[src/rtl/router_pkg.sv]
// Shared router definitions: FSM state encoding and the header address width.
package router_pkg;

  localparam int ADDR_W    = 2;
  localparam int NUM_FIFOS = 3;

  typedef enum logic [2:0] {
    DECODE_ADDRESS     = 3'd0,
    LOAD_FIRST_DATA    = 3'd1,
    LOAD_DATA          = 3'd2,
    FIFO_FULL_STATE    = 3'd3,
    LOAD_AFTER_FULL    = 3'd4,
    LOAD_PARITY        = 3'd5,
    CHECK_PARITY_ERROR = 3'd6,
    WAIT_TILL_EMPTY    = 3'd7
  } router_state_e;

endpackage

[src/rtl/router_fsm.sv]
// Router packet-sequencing FSM: decodes the header address, steers loading of
// data/parity into the selected FIFO and stalls on full or non-empty FIFOs.
module router_fsm #(
  parameter int ADDR_W = router_pkg::ADDR_W
) (
  input  logic              clk,
  input  logic              resetn,
  input  logic              pkt_valid,
  input  logic [ADDR_W-1:0] data_in,
  input  logic              fifo_empty_0,
  input  logic              fifo_empty_1,
  input  logic              fifo_empty_2,
  input  logic              fifo_full,
  input  logic              soft_reset_0,
  input  logic              soft_reset_1,
  input  logic              soft_reset_2,
  input  logic              parity_done,
  input  logic              low_pkt_valid,
  output logic              detect_add,
  output logic              lfd_state,
  output logic              ld_state,
  output logic              laf_state,
  output logic              full_state,
  output logic              write_enb_reg,
  output logic              rst_int_reg,
  output logic              busy
);
  import router_pkg::*;

  router_state_e     state_reg, state_next;
  logic [ADDR_W-1:0] addr_reg;

  logic hdr_valid;
  logic hdr_empty;
  logic sel_empty;
  logic sel_soft_reset;

  // Address 3 (and anything wider) selects no FIFO, so its flags read as 0.
  function automatic logic pick(input logic [ADDR_W-1:0] idx,
                                input logic f0, input logic f1, input logic f2);
    logic r;
    r = 1'b0;
    if (idx == ADDR_W'(0))      r = f0;
    else if (idx == ADDR_W'(1)) r = f1;
    else if (idx == ADDR_W'(2)) r = f2;
    return r;
  endfunction

  always_comb begin
    hdr_valid      = (data_in < ADDR_W'(NUM_FIFOS));
    hdr_empty      = pick(data_in,  fifo_empty_0, fifo_empty_1, fifo_empty_2);
    sel_empty      = pick(addr_reg, fifo_empty_0, fifo_empty_1, fifo_empty_2);
    sel_soft_reset = pick(addr_reg, soft_reset_0, soft_reset_1, soft_reset_2);
  end

  always_ff @(posedge clk) begin
    if (!resetn) begin
      state_reg <= DECODE_ADDRESS;
      addr_reg  <= '0;
    end else begin
      state_reg <= state_next;
      if (state_reg == DECODE_ADDRESS && pkt_valid)
        addr_reg <= data_in;
    end
  end

  always_comb begin
    state_next = state_reg;
    case (state_reg)
      DECODE_ADDRESS:
        if (pkt_valid && hdr_valid)
          state_next = hdr_empty ? LOAD_FIRST_DATA : WAIT_TILL_EMPTY;
      LOAD_FIRST_DATA:
        state_next = LOAD_DATA;
      LOAD_DATA:
        if (fifo_full)       state_next = FIFO_FULL_STATE;
        else if (!pkt_valid) state_next = LOAD_PARITY;
      FIFO_FULL_STATE:
        if (!fifo_full) state_next = LOAD_AFTER_FULL;
      LOAD_AFTER_FULL:
        if (parity_done)        state_next = DECODE_ADDRESS;
        else if (low_pkt_valid) state_next = LOAD_PARITY;
        else                    state_next = LOAD_DATA;
      LOAD_PARITY:
        state_next = CHECK_PARITY_ERROR;
      CHECK_PARITY_ERROR:
        state_next = fifo_full ? FIFO_FULL_STATE : DECODE_ADDRESS;
      WAIT_TILL_EMPTY:
        if (sel_empty) state_next = LOAD_FIRST_DATA;
      default:
        state_next = DECODE_ADDRESS;
    endcase
    // A timeout on the FIFO this packet targets abandons the packet.
    if (sel_soft_reset)
      state_next = DECODE_ADDRESS;
  end

  always_comb begin
    detect_add    = (state_reg == DECODE_ADDRESS);
    lfd_state     = (state_reg == LOAD_FIRST_DATA);
    ld_state      = (state_reg == LOAD_DATA);
    laf_state     = (state_reg == LOAD_AFTER_FULL);
    full_state    = (state_reg == FIFO_FULL_STATE);
    rst_int_reg   = (state_reg == CHECK_PARITY_ERROR);
    write_enb_reg = (state_reg == LOAD_DATA) || (state_reg == LOAD_PARITY) ||
                    (state_reg == LOAD_AFTER_FULL);
    busy          = !((state_reg == DECODE_ADDRESS) || (state_reg == LOAD_DATA));
  end

endmodule

[config.mk]
export PLATFORM = sky130hd
export DESIGN_NAME = router_fsm
export DESIGN_NICKNAME = d
export VERILOG_FILES = /design/src/rtl/router_pkg.sv /design/src/rtl/router_fsm.sv
export SDC_FILE = /design/constraint.sdc
export NUM_CORES = 1
export LEC_CHECK = 0
export ABC_AREA = 1
export CORE_AREA = 4 4 41 43
export CTS_BUF_LIST = sky130_fd_sc_hd__clkbuf_4
export CTS_CLUSTER_DIAMETER = 120
export DETAILED_ROUTE_END_ITERATION = 16
export DIE_AREA = 0 0 45 47
export PLACE_DENSITY = 0.76
export REMOVE_ABC_BUFFERS = 1
export SYNTH_ARGS = -nofsm -noshare
export SYNTH_HDL_FRONTEND = slang
export SYNTH_SLANG_ARGS = --single-unit
[constraint.sdc]
create_clock -name clk -period 1.2 [get_ports clk]
set_input_delay 0.18 -clock clk [delete_from_list [all_inputs] [get_ports clk]]
set_output_delay 0.18 -clock clk [all_outputs]
set_load 0.05 [all_outputs]
# Word-level counts from Yosys, hierarchy flattened
# Cells that the tools add are included.
[op_classes]
n_lt_le_gt_ge = 1
n_eq_ne = 15
muxes = 19
n_bitwise = 1
n_reduce_logical = 11
[op_table]
columns = ["operator", "count"]
rows = [
  ["two-way mux 3 bit", 8],
  ["one-hot mux 3 bit (8 select lines)", 1],
  ["== test 3 bit, second input constant", 4],
  ["two-way mux 1 bit", 9],
  ["== test 3 x 2 -> 1 bit, second input constant", 2],
  ["== test 2 x 1 -> 1 bit, second input constant", 2],
  ["== test 2 bit, second input constant", 2],
  ["zero test 2 bit", 2],
  ["inequality test 2 bit, second input constant", 2],
  ["AND reduction 4 bit", 1],
  ["== test 3 x 1 -> 1 bit, second input constant", 1],
  ["zero test 3 bit", 1],
  ["logical OR 1 bit", 3],
  ["inequality test 3 bit, second input constant", 1],
  ["logical AND 1 bit", 2],
  ["less-than comparator 2 bit, second input constant", 1],
  ["two-way mux 2 bit", 1],
  ["inequality test 2 x 1 -> 1 bit, second input constant", 1],
  ["OR reduction 2 bit", 1],
  ["zero test 1 bit", 1],
  ["NOT 1 bit", 1],
]
[word_totals]
ff_bits = 5
input_bits = 14
output_inout_bits = 8
wordCells = 49

# Longest topological paths before layout
[depth]
depth_word = 7
ltp_mapped = 9
mapped_depth_nobuf = 9

# Worst setup path before layout
# No wires, ideal clock.
[synth_timing]
path_type = "register to output"
start = "register state_reg[1]"
end = "output port rst_int_reg"
arrival_ns = 1.581
required_ns = 1.020
setup_slack_ns = -0.561
stages_incl_launch_ff = 4
path_buffers = 1
cell_sequence = "dfxtp_1 > buf_6 > inv_1 > nor3_1"
[synth_between]
elab_chain_len = 1
[synth_lines]
columns = ["element", "line_no", "source"]
rows = [
  ["start, declared", "router_fsm.sv:30", "router_state_e state_reg, state_next;"],
  ["start signal, assigned", "router_fsm.sv:61", "state_reg <= state_next;"],
  ["== test 3 bit", "router_fsm.sv:104", "rst_int_reg = (state_reg == CHECK_PARITY_ERROR);"],
  ["end, declared", "router_fsm.sv:25", "output logic rst_int_reg,"],
]
# No other way between the ends.

# Worst setup path after layout
[layout_timing]
start = "register state_reg[0]"
end = "output port full_state"
[layout_between]
elab_chain_len = 1
[layout_lines]
columns = ["element", "line_no", "source"]
rows = [
  ["== test 3 x 2 -> 1 bit", "router_fsm.sv:103", "full_state = (state_reg == FIFO_FULL_STATE);"],
  ["end, declared", "router_fsm.sv:23", "output logic full_state,"],
]
# No other way between the ends.

==> out/metrics.json <==
{
  "run_status": {
    "status": "complete, but fails checks",
    "violations": "setup timing"
  },
  "pwr": {
    "vdd_drop_max_mv": 1.331,
    "fin_total_pwr_uw": 2015,
    "static-leakage-power_uw": 0.0005543,
    "power_per_cell_area_mw_per_mm2": 1781
  },
  "floorplan": {
    "number_of_core_rows": 13,
    "core_mm2": 0.001301,
    "floorplan.die.width_um": 45,
    "ioPinCount": 22,
    "design.die.area_mm2": 0.002115,
    "start_util_pct": 40.10,
    "fp.dieH_um": 47
  },
  "routing": {
    "first_pass_iters": 5,
    "drt_iter0_markers": 9,
    "drc": 0,
    "drt-wirelength-per-cell_um": 12.34,
    "postRouteWirelength_um": 1839,
    "num_vias": 744,
    "vias_per_inst": 4.993,
    "antenna_violating_nets_post_route": 0
  },
  "timing": {
    "max_freq_ghz": 0.7392,
    "report.final.setup_viol": 12,
    "fin_skew_ns": 0.002883,
    "timing.final.max_slew_violations": 0,
    "slew_headroom_pct": 82.98,
    "hold_violations": 0,
    "setup_repair_after_global_routing_missed_its_margin": "true",
    "timing.hold.ws_ns": 0.5268,
    "finalWorstPathRequiredPeriod_ns": 1.353,
    "worst_slack_ns": -0.1529,
    "worst_margin_pin_slew_ns": 0.2545,
    "timing.final.crit_share_pct": 112.7
  },
  "global_route": {
    "grt_first_pass_wirelength_um": 2539,
    "grt_pass1_vias": 680,
    "globalRouteOverflowTotal": 0,
    "grt_util_all_layers_pct": 16.90,
    "largest_net_degree_at_the_start_of_global_routing": 9,
    "antenna_found_initial": 0
  },
  "placed_design": {
    "placement.io_buffers": 21,
    "globalplace.congestion": 0.8293,
    "dpl_cell_area_um2": 919.6,
    "dp_hpwl_um": 1201
  },
  "synthesis": {
    "yosys.area_share.adder_pct": 0,
    "netlist_instances": 88,
    "ys_dominant_reg_cell": "dfxtp_1",
    "synthDistinctLibCells": 21,
    "synth.top_cells.by_count": "25 x nand2_1, 10 x nand3_1, 9 x inv_1, 9 x nor2_1, 6 x a21oi_1",
    "ys_seq_elements": 5,
    "synth_seq_area_share_pct": 19.18,
    "synth_enable_flop_cells": 0,
    "cell_area_synth_um2": 521.8,
    "yosys-mux-area-fraction_pct": 0,
    "yosysTopAreaCell": "dfxtp_1",
    "synth-compound-area-share_pct": 10.31,
    "yosys-top-cells-area": "dfxtp_1 19%, nand2_1 18%, nand3_1 9.6%",
    "synth_top_family_by_area": "simple AND/OR/NAND/NOR gates",
    "synth_xor_area_share_pct": 0,
    "synth_simple_gate_area_share_pct": 53.24,
    "post_synth.cell_area_avg_um2": 5.929,
    "synth_top_area_share_pct": 19.18,
    "yosysMostFrequentCell": "nand2_1",
    "synth-async-reset-ratio_pct": 0,
    "synth_warnings": 0
  },
  "setup_path": {
    "worstSetupStartpointType": "register",
    "path_class": "reg2out",
    "worstPathRequired_ns": 1.02,
    "critical_path_capture_point_type": "output port",
    "critical_path_peak_fanout": 5,
    "arrival_ns": 1.17
  },
  "cts": {
    "cts_inserted_buffers": 3,
    "root_buffer": "clkbuf_4",
    "clock_sink_count": 5,
    "worst_skew_pair.late_latency_ns": 0.23,
    "ctsHtreeMaxLevel": 1,
    "clock_tree_from_tritoncts": "done",
    "worst_setup_hold_path_clk_slew_ns": 0.04,
    "hold_buffers": 0,
    "ctsLongestPathBuffers": 2
  },
  "final_layout": {
    "antenna-diode-count": 0,
    "n_fill_cell": 73,
    "postLayoutCellArea_mm2": 0.001131,
    "multiInputGateArea_um2": 401.6,
    "layout.nets": 149,
    "register_cell_area_after_layout_um2": 108.9,
    "post_route_cells_drive_above_1_share_pct": 49.25,
    "largest_register_ffs": 3,
    "syn_to_final_growth_pct": 116.8
  },
  "min_path": {
    "worstHoldPathType": "reg2reg"
  },
  "job": {
    "timing.max_cap.violations": 0
  }
}
[report_power, final]
group,leakage (uW),switching (uW),internal (uW)
clock,0.0000184,59.1,148
combinational,0.000493,760,765
sequential,0.0000430,68.5,214
total,0.000554,888,1130
[critical path, cell delays in order (launching register included)]
cell and delay (ns):
dfxtp_4 0.41, buf_4 0.16, nand3_1 0.12, inv_2 0.11, buf_12 0.13
[path summary, 6_finish.rpt]
check	startpoint	to	slack (ns)	cells after the start
worst max register to register	state_reg[0]$_SDFFE_PP0P_	state_reg[2]$_SDFFE_PP0P_	-0.11	10
worst max-delay path	state_reg[0]$_SDFFE_PP0P_	full_state	-0.15	4
worst min register to register	addr_reg[1]$_SDFFE_PN0P_	addr_reg[1]$_SDFFE_PN0P_	0.53	2
worst min-delay path	addr_reg[1]$_SDFFE_PN0P_	addr_reg[1]$_SDFFE_PN0P_	0.53	2
[through the flow]
stage | worst slack (ns) | setup TNS [ns] | instances | utilization [%]
after global placement | -0.1806 | -0.3648 | 134 | 70.67
after detailed placement | -0.2229 | -0.4839 | 134 | 70.67
after floorplan | -0.6947 | -2.426 | 85 | -
after CTS | -0.1159 | -0.7671 | 144 | 79.13
final | -0.1529 | -1.246 | 149 | 86.92
after global routing | -0.1828 | -1.813 | 149 | 86.92
[logic make-up (layout without fill, tap and decap cells)]
logic type | after synthesis | after routing
flops | 5 | 5
compound gates | 10 | 10
buf+inv | 16 | 62
simple gates | 57 | 57
[cell type report]
class / count / area share (%)
Clock buffer: 4 / 2.655
Multi-Input combinational cell: 67 / 35.51
Sequential cell: 5 / 9.624
Inverter: 13 / 5.863
Tap cell: 15 / 1.659
Timing Repair Buffer: 45 / 44.69
[placed cells by master (no fill, tap or decap), drive strengths merged]
cell type,netlist,layout
clkbuf,0,4
nor3,2,2
clkinv,0,1
buf,3,32
and2,1,1
nand4,1,1
clkdlybuf4s50,0,13
nand2,28,28
a21oi,7,7
and3,1,1
inv,13,12
o21ai,3,3
nand3,10,10
dfxtp,5,5
nand3b,1,1
nor2,13,13
[metal layers]
layer,global-route usage (%),part of all wire (%),up-vias
met3,6.897,7.3,8
met1,12.95,36,326
li1,-,-,371
met2,35.88,54,39
met5,0,0,-
met4,7.018,3.5,0
[what timing repair did]
action | 4_1_cts | 5_1_grt
gates cloned | 0 | 0
resized for setup | 21 | 15
setup endpoints to repair | 10 | 13
pin swaps | 10 | 8
setup buffers | 8 | 5
(Power assumes the default switching activity.)
